## config.mk

```make
export PLATFORM = sky130hd
export DESIGN_NAME = mem_access_stage
export DESIGN_NICKNAME = d
export VERILOG_FILES = /design/src/rtl/mem_access_stage.sv
export SDC_FILE = /design/constraint.sdc
export NUM_CORES = 1
export LEC_CHECK = 0
export ABC_CLOCK_PERIOD_IN_PS = 2800
export BUFFER_PORTS_ARGS = -buffer_cell sky130_fd_sc_hd__buf_2
export CAP_MARGIN = 30
export CORE_MARGIN = 2
export CORE_UTILIZATION = 53
export CTS_BUF_LIST = sky130_fd_sc_hd__clkbuf_8
export DETAILED_ROUTE_END_ITERATION = 10
export GPL_ROUTABILITY_DRIVEN = 0
export PLACE_DENSITY = 0.85
export SETUP_SLACK_MARGIN = 0.3
export SYNTH_ARGS = -nofsm -noshare
export SYNTH_HDL_FRONTEND = slang
export SYNTH_SLANG_ARGS = --single-unit
```

## constraint.sdc

```tcl
create_clock -name clk -period 2.8 [get_ports clk]
set_input_delay 0.28 -clock clk [delete_from_list [all_inputs] [get_ports clk]]
set_output_delay 0.28 -clock clk [all_outputs]
set_load 0.02 [all_outputs]
```

## src/rtl/mem_access_stage.sv

```systemverilog
// MIPS memory-access stage: issues loads/stores on a req/ack data port and writes back through MEM/WB.
// Latency 1 cycle for non-memory ops, k+1 cycles for memory ops (ack in k-th BUSY cycle); stalls upstream while busy.
// Optional MEM_TIMEOUT_EN aborts an access after TIMEOUT_CYCLES BUSY cycles without ack and pulses mem_err.
module mem_access_stage #(
  parameter int DATA_W         = 32,
  parameter int TIMEOUT_CYCLES = 255
) (
  input  logic              clk,
  input  logic              rst_n,
  input  logic [DATA_W-1:0] EXE_MEM_Result,
  input  logic [DATA_W-1:0] EXE_MEM_Rt,
  input  logic [4:0]        EXE_MEM_DstReg,
  input  logic              EXE_MEM_MemRead,
  input  logic              EXE_MEM_MemWrite,
  input  logic              EXE_MEM_MemtoReg,
  input  logic              EXE_MEM_RegWrite,
  output logic              dm_req,
  output logic              dm_we,
  output logic [DATA_W-1:0] dm_addr,
  output logic [DATA_W-1:0] dm_wdata,
  input  logic [DATA_W-1:0] dm_rdata,
  input  logic              dm_ack,
  output logic              mem_stall,
  output logic [DATA_W-1:0] MEM_WB_Result,
  output logic [DATA_W-1:0] MEM_WB_ReadData,
  output logic [4:0]        MEM_WB_DstReg,
  output logic              MEM_WB_MemtoReg,
  output logic              MEM_WB_RegWrite,
  output logic              mem_err
);

  typedef enum logic {IDLE, BUSY} state_t;

  state_t            state_q, state_d;
  logic              req, timeout;
  logic [DATA_W-1:0] cap_result;
  logic [4:0]        cap_dst;
  logic              cap_memtoreg, cap_regwrite;

  if (TIMEOUT_CYCLES < 1 || TIMEOUT_CYCLES > 255) begin : g_bad_timeout
    $error("TIMEOUT_CYCLES must be in 1..255");
  end

  assign req = EXE_MEM_MemRead | EXE_MEM_MemWrite;

`ifdef MEM_TIMEOUT_EN
  logic [7:0] to_cnt;
  logic       err_q;

  // Counter sits at 0 throughout IDLE, so it is already clear on entry to BUSY.
  assign timeout = (state_q == BUSY) && !dm_ack && (to_cnt == 8'(TIMEOUT_CYCLES - 1));
  assign mem_err = err_q;

  always_ff @(posedge clk or negedge rst_n) begin
    if (!rst_n) begin
      to_cnt <= '0;
      err_q  <= 1'b0;
    end else begin
      err_q <= timeout;
      if (state_q == IDLE)
        to_cnt <= '0;
      else if (!dm_ack)
        to_cnt <= to_cnt + 8'd1;
    end
  end
`else
  assign timeout = 1'b0;
  assign mem_err = 1'b0;
`endif

  always_comb begin
    state_d   = state_q;
    mem_stall = 1'b0;
    case (state_q)
      IDLE: begin
        mem_stall = req;
        if (req) state_d = BUSY;
      end
      BUSY: begin
        mem_stall = !dm_ack && !timeout;
        if (dm_ack || timeout) state_d = IDLE;
      end
      default: state_d = IDLE;
    endcase
  end

  always_ff @(posedge clk or negedge rst_n) begin
    if (!rst_n) begin
      state_q         <= IDLE;
      dm_req          <= 1'b0;
      dm_we           <= 1'b0;
      dm_addr         <= '0;
      dm_wdata        <= '0;
      cap_result      <= '0;
      cap_dst         <= '0;
      cap_memtoreg    <= 1'b0;
      cap_regwrite    <= 1'b0;
      MEM_WB_Result   <= '0;
      MEM_WB_ReadData <= '0;
      MEM_WB_DstReg   <= '0;
      MEM_WB_MemtoReg <= 1'b0;
      MEM_WB_RegWrite <= 1'b0;
    end else begin
      state_q <= state_d;
      // Bubble by default; overridden when an instruction retires this edge.
      MEM_WB_Result   <= '0;
      MEM_WB_ReadData <= '0;
      MEM_WB_DstReg   <= '0;
      MEM_WB_MemtoReg <= 1'b0;
      MEM_WB_RegWrite <= 1'b0;
      if (state_q == IDLE) begin
        if (req) begin
          dm_req       <= 1'b1;
          dm_we        <= EXE_MEM_MemWrite;
          dm_addr      <= EXE_MEM_Result;
          dm_wdata     <= EXE_MEM_Rt;
          cap_result   <= EXE_MEM_Result;
          cap_dst      <= EXE_MEM_DstReg;
          cap_memtoreg <= EXE_MEM_MemtoReg;
          cap_regwrite <= EXE_MEM_RegWrite;
        end else begin
          MEM_WB_Result   <= EXE_MEM_Result;
          MEM_WB_DstReg   <= EXE_MEM_DstReg;
          MEM_WB_MemtoReg <= EXE_MEM_MemtoReg;
          MEM_WB_RegWrite <= EXE_MEM_RegWrite;
        end
      end else if (dm_ack) begin
        dm_req          <= 1'b0;
        MEM_WB_Result   <= cap_result;
        MEM_WB_ReadData <= dm_we ? '0 : dm_rdata;
        MEM_WB_DstReg   <= cap_dst;
        MEM_WB_MemtoReg <= cap_memtoreg;
        MEM_WB_RegWrite <= cap_regwrite;
      end else if (timeout) begin
        dm_req <= 1'b0;
      end
    end
  end

endmodule

```

# Yosys cells after proc, flatten, opt, wreduce, memory -nomap -nowiden
# Cells that the tools add are included.
# word_totals
ff_bits	145
latch_bits	0
ram_bits	0
mem_bits_ro	0
inputBits	108
output_inout_bits	139
elab_cells	42
memories	0
# op_classes
n_addsub	0
multipliers	0
n_div	0
magnitude_cmp	0
eq_ne	1
n_shift	0
mux	22
n_bitwise	2
n_reduce_logical	4
# op_table
op	count
$mux 32	6
$mux 5	3
$mux 1	11
$pmux 1 s2	2
$reduce_and 2->1	2
$ne 2x2->1 const B	1
$reduce_bool 2->1	1
$logic_not 1->1	1
$not 1->1	1
$or 1x1->1	1

# Depth between registers and ports, before layout
# Gate-level depths: netlist (run 1).
# depth
word_depth	3
mapped_depth	4
depth_no_buf	2

# Worst setup path before layout (run 1)
# Ideal clock, no wire load.
# synth_path
path_type	register to output
start	reg state_q
end	out mem_stall
arrival_time_ps	1169
t_required_ps	2520
setup_slack_ps	1351
path_stages_with_launch	5
path_buffers	2
path_cell_list	dfrtp_1 > and2_1 > clkbuf_1 > buf_2 > a21oi_1
# synth_between
elab_chain_cells	2
# synth_lines
element	line	source
from (decl)	34	state_t state_q, state_d;
from (signal assigned)	104	state_q <= state_d;
$not 1->1 (no line)	--	
$pmux 1 s2 *	74	case (state_q)
to (decl)	23	output logic mem_stall,
# Mark *: on every way between the ends. The rest lies on a longest branch, timed or not.

# Worst setup path in the final report (run 1)
# Same ends and word-level chain as after synthesis.

==> summary.md, run 1 <==
| Metric | Value |
|---|---|
| Synthesis-stage register bit count | `145` |
| Data required, critical path | `2.52 ns` |
| Die Height | `107 µm` |
| Via count | `3705` |
| Hold Fails Final Rpt | `0` |
| Detail Route Antenna Nets | `0` |
| First-pass GRT wire length | `20500 µm` |
| Type of origin of the critical path | `register` |
| Clock slew at reported path FFs | `0.08 ns` |
| Drt wl/cell | `18.1 µm` |
| PD cells | `830 nW/µm²` |
| GR Overflow Total | `0` |
| DR iter-0 viols | `234` |
| Fmax | `451 MHz` |
| Hold depth | `2` |
| Top cell type's share of synthesized area | `0.648` |
| Leakage | `3.99 nW` |
| Crit Path Category | `register to output port` |
| Final setup viols | `0` |
| Row cnt | `37` |
| FF+latch area | `3630 µm²` |
| Core footprint | `10300 µm²` |
| Port-buffer cells | `245` |
| DRT Pass-1 Iters | `4` |
| Max clock buf depth | `2` |
| # hold bufs at CTS | `1` |
| Worst Tran Pin Value | `0.861 ns` |
| Net count, final | `678` |
| Start of the worst register-to-register path | `state_q$_DFF_PN0_` |
| CP Capture Type | `output port` |
| Avg Vias per Cell | `5.16` |
| Initial antenna violation count | `0` |
| Layout Cells excl Fill | `718` |
| Synthesized area | `5600 µm²` |
| Yosys cell types | `18` |
| Fin crit period | `2.22 ns` |
| Reg-to-Reg End | `cap_regwrite$_DFFE_PN0P_` |
| Max-slew violations | `0` |
| # DRC | `0` |
| Gr usage total | `0.236` |
| Reg2Reg Depth | `3` |
| Crit path DAT | `1.94 ns` |
| HP Start | `dm_rdata[30]` |
| Syn. warnings | `0` |
| Synth area leader | `dfrtp_1` |
| IO Count | `247` |
| Maxcap violations | `0` |
| Reg-to-reg slack, setup | `1.12 ns` |
| Vias in the first global route | `3869` |
| Area delta synth->final | `30.7%` |
| Die Wd | `107 µm` |
| Hold EP | `MEM_WB_ReadData[30]$_DFF_PN0_` |
| Worst clock skew | `0.0104 ns` |
| Post_cts resized | `0` |
| Starting Density | `0.545` |
| Final Cycle Share | `0.792` |
| Hold WC Path Type | `input port to register` |
| Peak VDD IR | `0.000492 V` |
| Final HPWL DP | `9020 µm` |
| Num Clock Sinks | `145` |
| Sum of negative setup slack | `0 ns` |
| Pin count of the biggest net entering global routing | `67` |
| Dominant cells by area after synthesis | `dfrtp_1, mux2_4, a32o_1, and2_1, buf_12` |
| Sequential share of the synthesized area | `0.648` |
| Inst Count DP | `686` |
| Drt total wl | `13000 µm` |
| RSZ-0062 raised after global routing | `no` |
| DIE AREA | `11400 µm²` |
| CTS H-tree depth | `4` |
| Mean Syn Cell Area | `17.3 µm²` |
| Share of layout cells above drive strength 1 | `0.608` |
| Slew Limit Headroom | `0.426` |
| Status | `finished clean` |
| Clk root buf | `clkbuf_8` |
| CTS tree | `built` |
| Later-pin clock latency in the skew report | `0.43 ns` |
| # diodes | `0` |
| Area of the multi-input gates | `1740 µm²` |
| Num CTS Buffers | `17` |
| Postcts setup bufs | `0` |
| Post-Synthesis Cells | `324` |
| Net Count, Synth | `432` |
| Worst-path maximum fanout | `40` |
| Filler Cells Inserted | `695` |
-- worst max-delay path by stage --
stage | startpoint | endpoint | slack, ns
final | state_q$_DFF_PN0_ | mem_stall | 0.58
after global routing | state_q$_DFF_PN0_ | mem_stall | 0.45
after CTS | state_q$_DFF_PN0_ | mem_stall | 0.54
after detailed placement | state_q$_DFF_PN0_ | mem_stall | 1.03
after global placement | EXE_MEM_MemWrite | cap_regwrite$_DFFE_PN0P_ | 1.13
after floorplan | state_q$_DFF_PN0_ | mem_stall | 1.35
-- worst max-delay path: stages (launching register included) --
cell and delay [ns]:
dfrtp_1 0.41, and2_2 0.74, a21oi_1 0.14, buf_2 0.21
-- metal layers --
layer	track usage	vias to the layer above	part of all wire
met5	0	-	0
met4	0.0677	0	0.0095
met3	0.0766	11	0.078
met2	0.382	172	0.52
met1	0.306	1872	0.40
li1	-	1650	-
-- cell usage after synthesis --
cell      count
a21oi_1       2
a22o_1        1
a32o_1       39
and2_1       33
and3b_1       1
buf_12        8
buf_2         5
buf_4         1
clkbuf_1     11
conb_1        1
dfrtp_1     145
inv_1         1
mux2_2        1
mux2_4       70
nand2b_1      2
nor2_1        1
nor3_1        1
o21bai_4      1
-- cell type report --
| class | instances | share of cell area |
|---|---|---|
| Clock buffer | 19 | 0.0357 |
| Multi-Input combinational cell | 153 | 0.238 |
| Inverter | 1 | 0.000513 |
| Sequential cell | 145 | 0.496 |
| Clock inverter | 12 | 0.0292 |
| Timing Repair Buffer | 252 | 0.178 |
| Tap cell | 136 | 0.0233 |
-- registers in the layout (all words and copies together), names as in the netlist --
register         cells
MEM_WB_DstReg        5
MEM_WB_MemtoReg      1
MEM_WB_ReadData     32
MEM_WB_RegWrite      1
MEM_WB_Result       32
cap_dst              5
cap_memtoreg         1
cap_regwrite         1
cap_result          32
dm_req               1
dm_wdata            32
dm_we                1
state_q              1
-- layout by cell type (no fill, tap or decap), types with 2 or more instances in the layout --
cell	instances
nand2b_1	2
a32o_1	39
bufinv_16	6
mux2_4	70
clkbuf_8	19
buf_2	244
dfrtp_1	145
buf_4	5
and2_1	32
inv_1	3
a21oi_1	2
clkinv_2	2
-- stage by stage --
step | power, mW | hold WS [ns] | setup slack (ns) | cell area [µm²] | util
finish | 6.07 | 0.0542 | 0.583 | 7320 | 0.712
global route | 6.35 | 0.0267 | 0.448 | 7320 | 0.712
CTS | 6.13 | 0.0259 | 0.543 | 7320 | 0.712
detailed placement | 4.18 | 0.181 | 1.03 | 6830 | 0.665
global placement | 4.11 | 0.171 | 1.13 | 6830 | 0.665
floorplan | 3.64 | -0.0156 | 1.35 | 5600 | -
-- cells by family after synthesis --
logic type,share of synthesized area
buffers and inverters,0.0425
AND/OR/NAND/NOR,0.0423
other,0.000670
multiplexers,0.190
flip-flops,0.648
AO/OA/AOI/OAI,0.0765
-- report_power, final --
part	switching, mW	leakage (nW)	total (mW)	internal (mW)
Clock	0.752	0.244	1.94	1.19
Combinational	0.823	1.93	1.51	0.683
Sequential	0.199	1.81	2.63	2.43
Total	1.77	3.99	6.07	4.30
Note: power is estimated with default switching activity, not from simulation.
==> run 2: changes to the inputs <==
Settings changed: ABC_CLOCK_PERIOD_IN_PS 2800 to 1900, CORE_UTILIZATION 53 to 44, PLACE_DENSITY 0.85 to 0.75.
Clock period 2.8 ns to 1.9 ns, I/O delays scaled along.
==> run 2 against run 1 <==
Net effect: final area up 16%; die area up 20%; largest power group unchanged; total power up 46%; critical endpoint unchanged; critical path type unchanged; highest routed layer unchanged; non-clock buffer count up 110; clock power up 31%; count of clock-buffer cells in the layout unchanged.
==> summary.md, run 2 (synthesis results as in run 1) <==
| Metric | Value |
|---|---|
| # diodes | `0` |
| Gr usage total | `0.224` |
| Register share of total power | `0.437` |
| Crit path DAT | `1.33 ns` |
| Later-pin clock latency in the skew report | `0.45 ns` |
| GR Overflow Total | `0` |
| Starting Density | `0.447` |
| CTS tree | `built` |
| Switch share | `0.310` |
| DRT Pass-1 Iters | `4` |
| Net count, final | `788` |
| Status | `finished clean` |
| Vias in the first global route | `4572` |
| Pin count of the biggest net entering global routing | `76` |
| CP max-delay cell | `dfrtp_2` |
| RSZ-0062 raised after global routing | `no` |
| Clock slew at reported path FFs | `0.08 ns` |
| Fin crit period | `1.52 ns` |
| Final setup viols | `0` |
| Drt total wl | `15300 µm` |
| Worst clock skew | `0.00707 ns` |
| Slowest Stage Delay on Critical Path | `0.46 ns` |
| Type of origin of the critical path | `register` |
| Commonest non-fill, non-tap cell in the layout | `buf_2` |
| Num CTS Buffers | `17` |
| # DRC | `0` |
| Port-buffer cells | `245` |
| Commonest non-fill, non-tap cells in the layout | `buf_2, dfrtp_1, dlygate4sd3_1` |
| CTS H-tree depth | `4` |
| Row cnt | `41` |
| Hold Fails Final Rpt | `0` |
| Worst Tran Pin Value | `0.505 ns` |
| Comb pwr share | `0.275` |
| Die Height | `117 µm` |
| Internal Power | `6.12 mW` |
| Max clock buf depth | `2` |
| CP Capture Type | `output port` |
| Fmax | `656 MHz` |
| DIE AREA | `13600 µm²` |
| First-pass GRT wire length | `22800 µm` |
| Final Cycle Share | `0.803` |
| Net Sw Power | `2.75 mW` |
| IO Count | `247` |
| Design Power | `8.88 mW` |
| DR iter-0 viols | `224` |
| Core footprint | `12500 µm²` |
| Slew Limit Headroom | `0.662` |
| PD cells | `1050 nW/µm²` |
| Peak VDD IR | `0.000679 V` |
| Data required, critical path | `1.71 ns` |
| Initial antenna violation count | `0` |
| Area delta synth->final | `51.1%` |
| Share of layout cells above drive strength 1 | `0.528` |
| Avg Vias per Cell | `4.87` |
| Via count | `4215` |
| Num Clock Sinks | `145` |
| Detail Route Antenna Nets | `0` |
| Reg-to-reg slack, setup | `0.44 ns` |
| Clk root buf | `clkbuf_8` |
| Clock power frac | `0.287` |
| Die Wd | `117 µm` |
| Final HPWL DP | `9190 µm` |
| Drt wl/cell | `17.6 µm` |
| Leakage | `4.42 nW` |
| Maxcap violations | `0` |
| Crit Path Category | `register to output port` |
| Worst-path maximum fanout | `6` |
| Sum of negative setup slack | `0 ns` |
| Max-slew violations | `0` |
| Hold WC Path Type | `input port to register` |
| CP Cell Sequence | `and2_4 -> a21oi_4 -> buf_6` |
==> run 2: cell types whose count changed in the layout (fill, tap and decap cells not counted), sizes merged <==
| cell | delta |
|---|---|
| clkinvlp | +6 |
| clkinv | -1 |
| bufinv | -3 |
| dlygate4sd3 | +104 |
| buf | +6 |
| inv | -1 |
==> run 2: critical path, delay by kind of cell, from the launching register on <==
family	cells	cell delay, ns
simple gates	1	0.17
flops	1	0.46
compound gates	1	0.13
buf+inv	1	0.14
==> run 2: power by group through the flow <==
stage,sequential [mW],clock (mW),combinational (mW)
floorplan,4.47,0,0.890
CTS,3.87,2.61,2.44
global route,3.93,2.75,2.60
finish,3.88,2.55,2.44
global placement,3.90,0,2.20
detailed placement,3.92,0,2.25
==> run 2: area by class of cell <==
class / instances / area, µm²
clock buffers: 19 / 262
flip-flops and latches: 145 / 3630
well taps: 172 / 215
inverters: 1 / 7.51
multi-input cells: 153 / 1750
clock inverters: 13 / 161
fillers: 876 / 4060
repair buffers: 362 / 2430
==> run 2: metal layers <==
layer | part of all wire | vias to the layer above | track usage
li1 | - | 1868 | -
met1 | 0.39 | 2129 | 0.248
met2 | 0.52 | 186 | 0.402
met3 | 0.062 | 32 | 0.0726
met4 | 0.024 | 0 | 0.0855
met5 | 0 | - | 0
==> run 2: worst paths after layout <==
path                            cells past startpoint                            end                    from
max in group asynchronous                           3    MEM_WB_Result[21]$_DFF_PN0_                   rst_n
worst max-delay path                                3                      mem_stall       state_q$_DFF_PN0_
worst max register to register                      4    MEM_WB_Result[11]$_DFF_PN0_       state_q$_DFF_PN0_
worst min-delay path                                2              dm_we$_DFFE_PN0P_        EXE_MEM_MemWrite
worst min register to register                      1     MEM_WB_DstReg[4]$_DFF_PN0_  cap_dst[4]$_DFFE_PN0P_
min in group asynchronous                           2  MEM_WB_ReadData[24]$_DFF_PN0_                   rst_n
==> run 2: stage by stage <==
stage | hold WS [ns] | instance area [µm²] | util | cells | setup WS [ns]
after detailed placement | 0.108 | 6940 | 0.555 | 726 | 0.332
final | 0.103 | 8460 | 0.676 | 865 | 0.375
after CTS | 0.0672 | 8450 | 0.675 | 865 | 0.321
after global placement | 0.103 | 6940 | 0.555 | 726 | 0.387
after floorplan | -0.106 | 5600 | - | 324 | 0.541
after global routing | 0.0927 | 8460 | 0.676 | 865 | 0.304
==> run 2: repair_timing <==
item	CTS	global route
pin swaps	1	1
hold endpoints to repair	183	0
hold buffers	105	0
gates resized for setup	5	3
endpoints found under the setup margin	1	33
setup buffers	2	0
